===== src/rtl/uart_pkg.sv =====
// Shared types and constants for the UART transmit arbiter slice.
package uart_pkg;

  localparam int UART_BYTE_W = 8;

  typedef enum logic [2:0] {
    IDLE = 3'd0,
    LOAD = 3'd1,
    SEND = 3'd2,
    WAIT = 3'd3,
    GAP  = 3'd4
  } arb_state_t;

  // Width of a counter that must hold 0 .. max_val-1; never narrower than one bit.
  function automatic int cnt_width(input int max_val);
    return (max_val > 2) ? $clog2(max_val) : 1;
  endfunction

endpackage


===== src/rtl/uart_tx_arbiter_if.sv =====
// Requester and transmitter handshake bundle of the UART transmit arbiter.
interface uart_tx_arbiter_if #(
  parameter int N_REQ = 2
);
  import uart_pkg::*;

  logic [N_REQ-1:0]             req_valid;
  logic [UART_BYTE_W*N_REQ-1:0] req_data;
  logic [N_REQ-1:0]             req_last;
  logic [N_REQ-1:0]             req_ready;
  logic [N_REQ-1:0]             grant;
  logic                         send_en;
  logic [UART_BYTE_W-1:0]       data_rx;
  logic                         over_tx;
  logic                         busy;
  logic                         timeout_err;

  modport slave (
    input  req_valid, req_data, req_last, over_tx,
    output req_ready, grant, send_en, data_rx, busy, timeout_err
  );

  modport master (
    output req_valid, req_data, req_last, over_tx,
    input  req_ready, grant, send_en, data_rx, busy, timeout_err
  );

endinterface


===== src/rtl/rr_pick.sv =====
// Combinational round-robin selector: first requester after last_owner in circular order.
module rr_pick #(
  parameter int N_REQ = 2
) (
  input  logic [N_REQ-1:0]         req,
  input  logic [$clog2(N_REQ)-1:0] last_owner,
  output logic [N_REQ-1:0]         pick,
  output logic [$clog2(N_REQ)-1:0] pick_idx
);
  localparam int IDX_W = $clog2(N_REQ);

  logic             w_found;
  logic [IDX_W-1:0] w_cand;

  // Scan from last_owner+1 around the ring, keeping the first requester seen.
  always_comb begin
    pick     = '0;
    pick_idx = '0;
    w_found  = 1'b0;
    w_cand   = '0;
    for (int off = 1; off <= N_REQ; off++) begin
      w_cand = IDX_W'((int'(last_owner) + off) % N_REQ);
      if (!w_found && req[w_cand]) begin
        w_found        = 1'b1;
        pick[w_cand]   = 1'b1;
        pick_idx       = w_cand;
      end else begin
        w_found = w_found;
      end
    end
  end

endmodule


===== src/rtl/uart_tx_arbiter.sv =====
// Round-robin, frame-locked sharing of one byte UART transmitter between N_REQ sources,
// with an inter-byte gap and a per-byte completion watchdog.
module uart_tx_arbiter
  import uart_pkg::*;
#(
  parameter int N_REQ          = 2,
  parameter int GAP_CYCLES     = 0,
  parameter int TIMEOUT_CYCLES = 2_000_000
) (
  input logic              clk,
  input logic              rst_n,
  uart_tx_arbiter_if.slave bus
);
  localparam int IDX_W = $clog2(N_REQ);
  localparam int WD_W  = cnt_width(TIMEOUT_CYCLES);
  localparam int GAP_W = cnt_width(GAP_CYCLES);

  localparam logic [WD_W-1:0]  WD_LAST   = WD_W'(TIMEOUT_CYCLES - 1);
  localparam logic [WD_W-1:0]  WD_MAX    = {WD_W{1'b1}};
  localparam logic [GAP_W-1:0] GAP_LAST  = GAP_W'((GAP_CYCLES > 0) ? GAP_CYCLES - 1 : 0);
  localparam logic [GAP_W-1:0] GAP_MAX   = {GAP_W{1'b1}};
  localparam logic [IDX_W-1:0] OWNER_RST = IDX_W'(N_REQ - 1);

  arb_state_t             r_state,      w_state_nx;
  logic [N_REQ-1:0]       r_grant,      w_grant_nx;
  logic [IDX_W-1:0]       r_owner,      w_owner_nx;
  logic [IDX_W-1:0]       r_last_owner, w_last_owner_nx;
  logic [UART_BYTE_W-1:0] r_data,       w_data_nx;
  logic                   r_last_q,     w_last_q_nx;
  logic [WD_W-1:0]        r_wd_cnt,     w_wd_nx;
  logic [GAP_W-1:0]       r_gap_cnt,    w_gap_nx;
  logic                   r_send_en;
  logic                   r_busy;
  logic                   r_timeout_err;
  logic                   w_timeout;
  logic                   w_byte_done;
  logic [N_REQ-1:0]       w_ready;
  logic [N_REQ-1:0]       w_pick;
  logic [IDX_W-1:0]       w_pick_idx;

  rr_pick #(.N_REQ(N_REQ)) u_pick (
    .req        (bus.req_valid),
    .last_owner (r_last_owner),
    .pick       (w_pick),
    .pick_idx   (w_pick_idx)
  );

  // Next-state, counter and datapath decisions for the arbitration FSM.
  always_comb begin
    w_state_nx      = r_state;
    w_grant_nx      = r_grant;
    w_owner_nx      = r_owner;
    w_last_owner_nx = r_last_owner;
    w_data_nx       = r_data;
    w_last_q_nx     = r_last_q;
    w_wd_nx         = r_wd_cnt;
    w_gap_nx        = r_gap_cnt;
    w_timeout       = 1'b0;
    w_byte_done     = 1'b0;
    w_ready         = '0;

    case (r_state)
      IDLE: begin
        if (|bus.req_valid) begin
          w_grant_nx = w_pick;
          w_owner_nx = w_pick_idx;
          w_state_nx = LOAD;
        end else begin
          w_state_nx = IDLE;
        end
      end
      LOAD: begin
        w_ready = r_grant & bus.req_valid;
        // Owner byte lanes are 8 bits wide, so the lane offset is owner*8.
        if (bus.req_valid[r_owner]) begin
          w_data_nx   = bus.req_data[{r_owner, 3'b000} +: UART_BYTE_W];
          w_last_q_nx = bus.req_last[r_owner];
          w_state_nx  = SEND;
        end else begin
          w_state_nx = LOAD;
        end
      end
      SEND: begin
        w_wd_nx    = '0;
        w_state_nx = WAIT;
      end
      WAIT: begin
        // A completion in the watchdog's final cycle still counts as success.
        if (bus.over_tx) begin
          if (GAP_CYCLES == 0) begin
            w_byte_done = 1'b1;
          end else begin
            w_gap_nx   = '0;
            w_state_nx = GAP;
          end
        end else if (r_wd_cnt == WD_LAST) begin
          w_timeout       = 1'b1;
          w_last_owner_nx = r_owner;
          w_grant_nx      = '0;
          w_state_nx      = IDLE;
        end else if (r_wd_cnt != WD_MAX) begin
          w_wd_nx = r_wd_cnt + 1'b1;
        end else begin
          w_wd_nx = r_wd_cnt;
        end
      end
      GAP: begin
        if (r_gap_cnt == GAP_LAST) begin
          w_byte_done = 1'b1;
        end else if (r_gap_cnt != GAP_MAX) begin
          w_gap_nx = r_gap_cnt + 1'b1;
        end else begin
          w_gap_nx = r_gap_cnt;
        end
      end
      default: begin
        w_grant_nx = '0;
        w_state_nx = IDLE;
      end
    endcase

    if (w_byte_done) begin
      if (r_last_q) begin
        w_last_owner_nx = r_owner;
        w_grant_nx      = '0;
        w_state_nx      = IDLE;
      end else begin
        w_state_nx = LOAD;
      end
    end else begin
      w_byte_done = 1'b0;
    end
  end

  // State, datapath and registered output flags.
  always_ff @(posedge clk or negedge rst_n) begin
    if (!rst_n) begin
      r_state       <= IDLE;
      r_grant       <= '0;
      r_owner       <= '0;
      r_last_owner  <= OWNER_RST;
      r_data        <= 8'h00;
      r_last_q      <= 1'b0;
      r_wd_cnt      <= '0;
      r_gap_cnt     <= '0;
      r_send_en     <= 1'b0;
      r_busy        <= 1'b0;
      r_timeout_err <= 1'b0;
    end else begin
      r_state       <= w_state_nx;
      r_grant       <= w_grant_nx;
      r_owner       <= w_owner_nx;
      r_last_owner  <= w_last_owner_nx;
      r_data        <= w_data_nx;
      r_last_q      <= w_last_q_nx;
      r_wd_cnt      <= w_wd_nx;
      r_gap_cnt     <= w_gap_nx;
      r_send_en     <= (w_state_nx == SEND);
      r_busy        <= (w_state_nx != IDLE);
      r_timeout_err <= w_timeout;
    end
  end

  assign bus.req_ready   = w_ready;
  assign bus.grant       = r_grant;
  assign bus.send_en     = r_send_en;
  assign bus.data_rx     = r_data;
  assign bus.busy        = r_busy;
  assign bus.timeout_err = r_timeout_err;

endmodule

===== src/flat_wrapper.sv =====
// flat-port wrapper written by rule: the top's interface ports become plain ports
module uart_tx_arbiter_flat import uart_pkg::*;
#(
  parameter int N_REQ          = 2,
  parameter int GAP_CYCLES     = 0,
  parameter int TIMEOUT_CYCLES = 2_000_000
)
  (clk, rst_n, bus_req_valid, bus_req_data, bus_req_last, bus_over_tx, bus_req_ready, bus_grant, bus_send_en, bus_data_rx, bus_busy, bus_timeout_err);
  uart_tx_arbiter_if #(.N_REQ(N_REQ)) bus_i ();
  input logic clk;
  input logic rst_n;
  input wire logic [$bits(bus_i.req_valid)-1:0] bus_req_valid;
  input wire logic [$bits(bus_i.req_data)-1:0] bus_req_data;
  input wire logic [$bits(bus_i.req_last)-1:0] bus_req_last;
  input wire logic [$bits(bus_i.over_tx)-1:0] bus_over_tx;
  output wire logic [$bits(bus_i.req_ready)-1:0] bus_req_ready;
  output wire logic [$bits(bus_i.grant)-1:0] bus_grant;
  output wire logic [$bits(bus_i.send_en)-1:0] bus_send_en;
  output wire logic [$bits(bus_i.data_rx)-1:0] bus_data_rx;
  output wire logic [$bits(bus_i.busy)-1:0] bus_busy;
  output wire logic [$bits(bus_i.timeout_err)-1:0] bus_timeout_err;
  assign bus_i.req_valid = bus_req_valid;
  assign bus_i.req_data = bus_req_data;
  assign bus_i.req_last = bus_req_last;
  assign bus_i.over_tx = bus_over_tx;
  assign bus_req_ready = bus_i.req_ready;
  assign bus_grant = bus_i.grant;
  assign bus_send_en = bus_i.send_en;
  assign bus_data_rx = bus_i.data_rx;
  assign bus_busy = bus_i.busy;
  assign bus_timeout_err = bus_i.timeout_err;
  uart_tx_arbiter #(.N_REQ(N_REQ), .GAP_CYCLES(GAP_CYCLES), .TIMEOUT_CYCLES(TIMEOUT_CYCLES)) u_core (.clk(clk), .rst_n(rst_n), .bus(bus_i));
endmodule

===== config.mk =====
export PLATFORM = sky130hd
export DESIGN_NAME = uart_tx_arbiter_flat
export DESIGN_NICKNAME = d
export VERILOG_FILES = /design/src/rtl/uart_pkg.sv /design/src/rtl/uart_tx_arbiter_if.sv /design/src/rtl/rr_pick.sv /design/src/rtl/uart_tx_arbiter.sv /design/src/flat_wrapper.sv
export SDC_FILE = /design/constraint.sdc
export NUM_CORES = 1
export LEC_CHECK = 0
export CAP_MARGIN = 25
export CORE_UTILIZATION = 53
export DETAILED_ROUTE_END_ITERATION = 7
export GPL_ROUTABILITY_DRIVEN = 1
export PLACE_DENSITY = 0.8
export RECOVER_POWER = 100
export SLEW_MARGIN = 15
export SYNTH_ARGS = -nofsm -noshare
export SYNTH_HDL_FRONTEND = slang
export SYNTH_HIERARCHICAL = 1
export SYNTH_SLANG_ARGS = --single-unit

===== constraint.sdc =====
create_clock -name clk -period 2.3 [get_ports clk]
set_input_delay 0.345 -clock clk [delete_from_list [all_inputs] [get_ports clk]]
set_output_delay 0.345 -clock clk [all_outputs]
set_load 0.1 [all_outputs]

==> results of run 1 <==
==> worst max-delay path: stages (launching register included) <==
cell and delay [ns]:
sky130_fd_sc_hd__dfrtp_1 0.42, sky130_fd_sc_hd__ha_1 0.24, sky130_fd_sc_hd__and3_1 0.26, sky130_fd_sc_hd__nand4_1 0.18, sky130_fd_sc_hd__o32ai_4 0.17, sky130_fd_sc_hd__buf_12 0.18
sky130_fd_sc_hd__or4_1 0.46, sky130_fd_sc_hd__a21oi_1 0.18
==> logic make-up (layout without fill, tap and decap cells) <==
logic type      count (synthesis)  after routing  synth area share, %
other cells                     1              1                0.159
flops                          40             40                 42.5
mux                            16             16                 6.95
compound gates                 63             63                 18.1
buf+inv                        22             65                 4.51
fa+ha+maj                       1              1                0.531
simple gates                  122            122                 27.2
==> layout by cell type, fill, tap and decap left out, types with 2 or more instances in the layout <==
master                            Yosys  routed
sky130_fd_sc_hd__nand2b_1             8       8
sky130_fd_sc_hd__mux2i_1             13      13
sky130_fd_sc_hd__o211ai_1             4       4
sky130_fd_sc_hd__a22oi_1              3       3
sky130_fd_sc_hd__dfrtp_1             39      39
sky130_fd_sc_hd__nand2_1             32      32
sky130_fd_sc_hd__and4_1               4       4
sky130_fd_sc_hd__buf_4                1      13
sky130_fd_sc_hd__and2_1               3       2
sky130_fd_sc_hd__nor2_1              21      21
sky130_fd_sc_hd__nand3_1             16      16
sky130_fd_sc_hd__a211oi_1             2       2
sky130_fd_sc_hd__nand3b_1             2       2
sky130_fd_sc_hd__a31oi_1              3       3
sky130_fd_sc_hd__nand4_1              7       7
sky130_fd_sc_hd__clkbuf_8             0       6
sky130_fd_sc_hd__mux2_2               3       3
sky130_fd_sc_hd__nor3_1               4       4
sky130_fd_sc_hd__o21ai_0             10      10
sky130_fd_sc_hd__or4_1                8       8
sky130_fd_sc_hd__a21boi_0             2       2
sky130_fd_sc_hd__clkbuf_1             5      16
sky130_fd_sc_hd__or3_1                2       2
sky130_fd_sc_hd__nor4_1               6       7
sky130_fd_sc_hd__o31ai_1              7       7
sky130_fd_sc_hd__inv_1                7       7
sky130_fd_sc_hd__and3_1               4       4
sky130_fd_sc_hd__clkdlybuf4s50_1      0      20
sky130_fd_sc_hd__a21oi_1             19      19
==> final cells by class <==
cell class | count | area share (%)
clock buffers | 8 | 3.21
inverters | 7 | 0.935
repair buffers | 50 | 13.7
flip-flops and latches | 40 | 35.7
multi-input cells | 203 | 44.2
well taps | 50 | 2.23
==> flip-flops by register name, indices dropped and copies added (netlist names) <==
signal / flops
u_core/bus.busy: 1
u_core/bus.data_rx: 8
u_core/r_last_q: 1
u_core/bus.send_en: 1
u_core/bus.timeout_err: 1
u_core/r_state: 3
u_core/r_wd_cnt: 21
u_core/r_owner: 1
u_core/bus.grant: 2
u_core/r_last_owner: 1
==> routing by layer <==
layer / wire (um) / up-vias / global-route usage, %
li1: - / 1066 / -
met1: 2640 / 1049 / 38.7
met2: 2610 / 78 / 41.9
met3: 298 / 10 / 5.43
met4: 113 / 0 / 11.7
met5: 0 / - / 0
==> final timing paths <==
path | endpoint | slack (ns) | cells after the start
worst min register to register | u_core/r_wd_cnt[20]$_DFFE_PN0P_ | 0.52 | 2
max in group asynchronous | u_core/bus.data_rx[1]$_DFFE_PN0P_ | 1.58 | 1
min in group clk | u_core/r_wd_cnt[20]$_DFFE_PN0P_ | 0.52 | 2
worst min-delay path | u_core/r_wd_cnt[6]$_DFFE_PN0P_ | 0.17 | 1
worst max register to register | u_core/r_wd_cnt[8]$_DFFE_PN0P_ | 0.13 | 7
worst max-delay path | u_core/r_wd_cnt[8]$_DFFE_PN0P_ | 0.13 | 7
==> power by group <==
part	total, mW	switching, mW	internal (mW)
Sequential	1.15	0.225	0.925
Combinational	1.44	1.06	0.375
Clock	0.485	0.240	0.245
==> parameters.txt, run 1 <==
Parameter                              Value

Placement
  Total cell area at the placement stage    ~2800 um2
  RePlAce Congestion    around 0.9
  Port buffer count    37
  Worst setup timing slack at the placement stage    0.158 ns
  # placed instances    between 300 and 400
  Estimated wirelength of the detail-placed design    between 4000 and 5000 um

Worst setup path
  Source of the critical timing path    u_core/r_wd_cnt[0]$_DFFE_PN0P_
  Kind of end point of the critical path    flop
  Required time of the critical path    2.51 ns
  Data arrival time of the worst path    between 2 and 2.5 ns
  Startpoint of the most critical register-to-register path    u_core/r_wd_cnt[0]$_DFFE_PN0P_
  Startpoint type of the worst setup path    flop
  Worst Path Max Fanout    17
  Kind of critical path    reg2reg

Synthesis
  #FFs+latches synth    40
  Largest area contributor in the synthesized netlist    sky130_fd_sc_hd__dfrtp_1
  Number of cells produced by synthesis    between 200 and 300
  Share of Yosys cell area claimed by the top area cell type    roughly 41%
  Syn Nets    ~290
  Syn Std Cell Area    ~2400 um2
  Count of distinct cell types in the synthesized netlist    just over 50
  Sequential element share of the synthesized area    42.5%
  Ys async rst share    100%
  EDFF count, synth    0
  Ys Warns    6
  Mean Syn Cell Area    about 8.9 um2
  Dominant cells by area after synthesis    sky130_fd_sc_hd__dfrtp_1, sky130_fd_sc_hd__mux2i_1, sky130_fd_sc_hd__nand2_1
  Leading post-synthesis cells by instance count    sky130_fd_sc_hd__dfrtp_1, sky130_fd_sc_hd__nand2_1, sky130_fd_sc_hd__nor2_1, sky130_fd_sc_hd__a21oi_1, sky130_fd_sc_hd__nand3_1
  Most instantiated library cell after synthesis    sky130_fd_sc_hd__dfrtp_1
  Most used DFF post-synth    sky130_fd_sc_hd__dfrtp_1

Layout
  Share of the core filled with cells    between 60 and 70%
  Sequential standard cell area    around 1000 um2
  Total area of multi-input combinational cells    around 1200 um2
  Number of nets in the finished design    approximately 330
  Non-filler cells in the finished layout    about 360
  Post-route design area    roughly 2800 um2
  Total inserted antenna cells    0
  Layout cell share with drive strength beyond 1    a little under a tenth
  Number of fillers in the final layout    ~340
  Area overhead of the layout relative to synthesis    19.2%

Die
  Initial Utilization    between 50% and 60%
  Die width    68.7 um
  Height of the die    approximately 70 um
  Core Box Area    4140 um2
  Num rows    23
  Die ar.    ~4700 um2
  Total I/O pin count    38

Clock network
  Post-CTS resize count    0
  Buffers inserted during post-CTS setup optimization    0
  CTS Root Cell    sky130_fd_sc_hd__clkbuf_8
  Post-cts hold buffer count    0
  CTS H-tree lvls    2
  Number of sinks on the clock net    40
  Post-CTS clock slew at the launch and capture registers of the worst setup and hold paths    0.07 ns
  Clock Path Buffers    2
  Inserted Clock Buffers    5
  CTS tree    built
  Worst skew pair latency    0.30 ns

Flow run
  Number of maximum-capacitance violations    0

STA
  Least setup slack across all paths after layout    approximately 0.13 ns
  RSZ-0062 raised after global routing    no
  Final total negative setup slack    0 ns
  Transition at the pin with the smallest max-transition slack    approximately 1.2 ns
  Final worst hold slack    0.166 ns
  Slew headroom    a little over a fifth
  Final setup viols    0
  FMAX    ~0.46 GHz
  Final-report max-slew violation count    0
  Fraction of the cycle the final worst path needs    between 90 and 100%
  Final hold viol count    0
  Post-layout minimum cycle time    around 2.2 ns
  Worst Skew    0.00512 ns

Power and ir drop
  Power per Cell Area    between 1000 and 1500 nW/um2
  Post-route total power    slightly above 3 mW
  Static Leak    1.13 nW
  Largest voltage drop on the vdd net    ~930 uV

Detailed routing
  Vias after detailed routing    approximately 2200
  Average via count per standard cell    6.15
  Final WL    ~5700 um
  Number of nets with antenna violations after detailed routing    0
  Initial DRT Pass Iterations    4
  DRC violations left    0
  Violation count after the first detailed-route iteration    approximately 270
  WL per Instance    15.8 um

Min path
  Path category of the worst min-delay check    in2async

Global routing
  Initial antenna violation count    0
  Pin count of the biggest net entering global routing    41
  Via count of the first global-routing pass    2064
  Wire length of the first global-routing pass    about 9600 um
  Combined global-route utilization of all metal layers    27.8%
  Total gr overflow    0

Run status
  Status    completed
(Power assumes the default switching activity.)
==> inputs of run 2 (changes only) <==
SYNTH_HIERARCHICAL = default   (was 1)
==> parameters.txt, run 2 <==
Parameter                              Value

Worst setup path
  Required time of the critical path    2.47 ns
  Kind of end point of the critical path    flop
  CP max stage delay    0.42 ns
  Library cell contributing the largest single delay on the critical path    sky130_fd_sc_hd__nor4_2
  Depth of the worst register-to-register path    7
  Startpoint type of the worst setup path    flop
  Kind of critical path    reg2reg
  Worst R2R Setup Slack    ~0.18 ns
  Data arrival time of the worst path    roughly 2.3 ns
  Startpoint of the most critical register-to-register path    u_core.r_wd_cnt[1]$_DFFE_PN0P_
  Capture point of the worst reg-to-reg path    u_core.r_wd_cnt[11]$_DFFE_PN0P_
  CP cell instances    ha_1 > nand3_1 > nor4_2 > and2_2 > buf_4 > nor3_1 > mux2i_1
  Worst Path Max Fanout    15

Synthesis
  Syn Std Cell Area    2310 um2
  Count of distinct cell types in the synthesized netlist    55
  Share of Yosys cell area claimed by the top area cell type    a little over two fifths
  Leading post-synthesis cells by instance count    sky130_fd_sc_hd__dfrtp_1, sky130_fd_sc_hd__a21oi_1, sky130_fd_sc_hd__nor2_1, sky130_fd_sc_hd__nand2_1, sky130_fd_sc_hd__mux2i_1
  Most used DFF post-synth    sky130_fd_sc_hd__dfrtp_1
  Most instantiated library cell after synthesis    sky130_fd_sc_hd__dfrtp_1
  Dominant cells by area after synthesis    sky130_fd_sc_hd__dfrtp_1, sky130_fd_sc_hd__a21oi_1, sky130_fd_sc_hd__mux2i_1
  Mean Syn Cell Area    around 9.6 um2
  Largest area contributor in the synthesized netlist    sky130_fd_sc_hd__dfrtp_1
  Sequential element share of the synthesized area    between 40 and 50%
  Ys Warns    0
  #FFs+latches synth    40
  Syn Nets    roughly 270
  Ys async rst share    between 90% and 100%
  Number of cells produced by synthesis    roughly 240
  EDFF count, synth    0

Detailed routing
  Violation count after the first detailed-route iteration    around 170
  DRC violations left    0
  Routed length on met2    2450 um
  Number of nets with antenna violations after detailed routing    0
  Initial DRT Pass Iterations    4
  Average via count per standard cell    slightly above 6
  Wire length on met3    ~300 um
  Wire length on met1    roughly 2500 um
  Vias after detailed routing    ~2000
  Final WL    between 5000 and 6000 um
  WL per Instance    ~16 um
  Highest metal used    met4

Die
  Num rows    23
  Die ar.    between 4000 and 5000 um2
  Die width    roughly 68 um
  Core Box Area    just over 4000 um2
  Height of the die    68.1 um
  Total I/O pin count    38
  Initial Utilization    approximately 57%

Placement
  RePlAce Congestion    0.877
  Estimated wirelength of the detail-placed design    ~3700 um
  # placed instances    roughly 330
  Worst setup timing slack at the placement stage    roughly 0.23 ns
  Port buffer count    37

Clock network
  Post-cts hold buffer count    0
  Post-CTS resize count    0
  Number of sinks on the clock net    40
  Worst skew pair latency    approximately 0.30 ns
  CTS Root Cell    sky130_fd_sc_hd__clkbuf_8
  Inserted Clock Buffers    5
  CTS tree    built
  Clock Path Buffers    2
  CTS H-tree lvls    2
  Buffers inserted during post-CTS setup optimization    0
  Post-CTS clock slew at the launch and capture registers of the worst setup and hold paths    about 0.080 ns

Global routing
  Total gr overflow    0
  Via count of the first global-routing pass    1947
  Combined global-route utilization of all metal layers    between 20% and 30%
  Initial antenna violation count    0
  Wire length of the first global-routing pass    between 8000 and 9000 um
  Pin count of the biggest net entering global routing    41

Layout
  Leading cell type in the layout, fill and taps excluded    sky130_fd_sc_hd__dfrtp_1
  Area overhead of the layout relative to synthesis    19.5%
  Number of nets in the finished design    around 310
  Largest Register    u_core.r_wd_cnt
  Share of the core filled with cells    between 60 and 70%
  Total inserted antenna cells    0
  Flip-flop count of the largest register, all copies and words added    21
  Highest-count cells in the layout ignoring fill and taps    sky130_fd_sc_hd__dfrtp_1, sky130_fd_sc_hd__a21oi_1, sky130_fd_sc_hd__clkdlybuf4s50_1
  Layout cell share with drive strength beyond 1    13.7%
  Non-filler cells in the finished layout    about 330

STA
  Post-layout minimum cycle time    about 2.1 ns
  Slew headroom    between 20% and 30%
  FMAX    about 0.47 GHz
  Final total negative setup slack    0 ns
  Final-report max-slew violation count    0
  Final setup viols    0
  Worst Skew    ~0.0075 ns
  Transition at the pin with the smallest max-transition slack    1.20 ns
  Least setup slack across all paths after layout    0.179 ns
  Final hold viol count    0
  Fraction of the cycle the final worst path needs    92.2%
  RSZ-0062 raised after global routing    no

Power and ir drop
  Post-route total power    approximately 3.2 mW
  Largest voltage drop on the vdd net    848 uV
  Power per Cell Area    1150 nW/um2
  Static Leak    approximately 1.1 nW

Run status
  Status    completed

Flow run
  Number of maximum-capacitance violations    0

Min path
  Path category of the worst min-delay check    in2async
-- run 2: logic make-up after synthesis --
family | Yosys count | share of synthesized area, %
simple gates | 106 | 27.4
mux | 14 | 6.16
xor+xnor | 2 | 0.757
flops | 40 | 43.3
buf+inv | 14 | 3.62
other cells | 1 | 0.162
fa+ha+maj | 1 | 0.540
compound gates | 64 | 18.1
-- run 2: layout make-up --
class                      instances  area [um2]
multi-input combinational        188        1230
sequential                        40        1000
timing repair buffer              48         362
tap                               50        62.6
clock inverter                     3        42.5
fill                             354        1320
clock buffer                       5        68.8
-- run 2: worst max-delay path: cells and delay by family (launching register included) --
kind	cells	cell delay [ns]
mux	1	0.15
buf+inv	1	0.23
simple gates	4	1.01
flops	1	0.41
fa+ha+maj	1	0.20
-- run 2: where the power goes --
part / total [mW] / switching (mW) / internal [mW]
Combinational: 1.53 / 1.14 / 0.388
Clock: 0.577 / 0.256 / 0.321
Sequential: 1.09 / 0.187 / 0.900
Total: 3.19 / 1.58 / 1.61
-- run 2: per-stage QoR --
stage | area (um2) | hold WS [ns]
5_1_grt | 2770 | 0.230
2_1_floorplan | 2310 | 0.0494
6_report | 2770 | 0.153
3_3_place_gp | 2730 | 0.489
3_5_place_dp | 2730 | 0.504
4_1_cts | 2840 | 0.185
-- run 2: layer usage --
| layer | vias to the layer above | global-route usage (%) |
|---|---|---|
| met4 | 0 | 9.38 |
| met5 | - | 0 |
| met3 | 2 | 7.00 |
| met1 | 960 | 35.3 |
| met2 | 62 | 39.6 |
| li1 | 996 | - |
-- run 2: worst max-delay path by stage --
stage | startpoint | end | slack, ns | depth (start not counted)
2_1_floorplan | u_core.bus.grant[1]$_DFF_PN0_ | bus_req_ready[1] | 0.11 | 1
3_3_place_gp | bus_over_tx | u_core.r_wd_cnt[8]$_DFFE_PN0P_ | 0.25 | 4
3_5_place_dp | bus_over_tx | u_core.r_wd_cnt[15]$_DFFE_PN0P_ | 0.23 | 4
4_1_cts | u_core.r_wd_cnt[0]$_DFFE_PN0P_ | u_core.r_wd_cnt[1]$_DFFE_PN0P_ | 0.26 | 6
5_1_grt | u_core.r_wd_cnt[0]$_DFFE_PN0P_ | u_core.r_wd_cnt[11]$_DFFE_PN0P_ | 0.06 | 7
6_report | u_core.r_wd_cnt[1]$_DFFE_PN0P_ | u_core.r_wd_cnt[11]$_DFFE_PN0P_ | 0.18 | 7
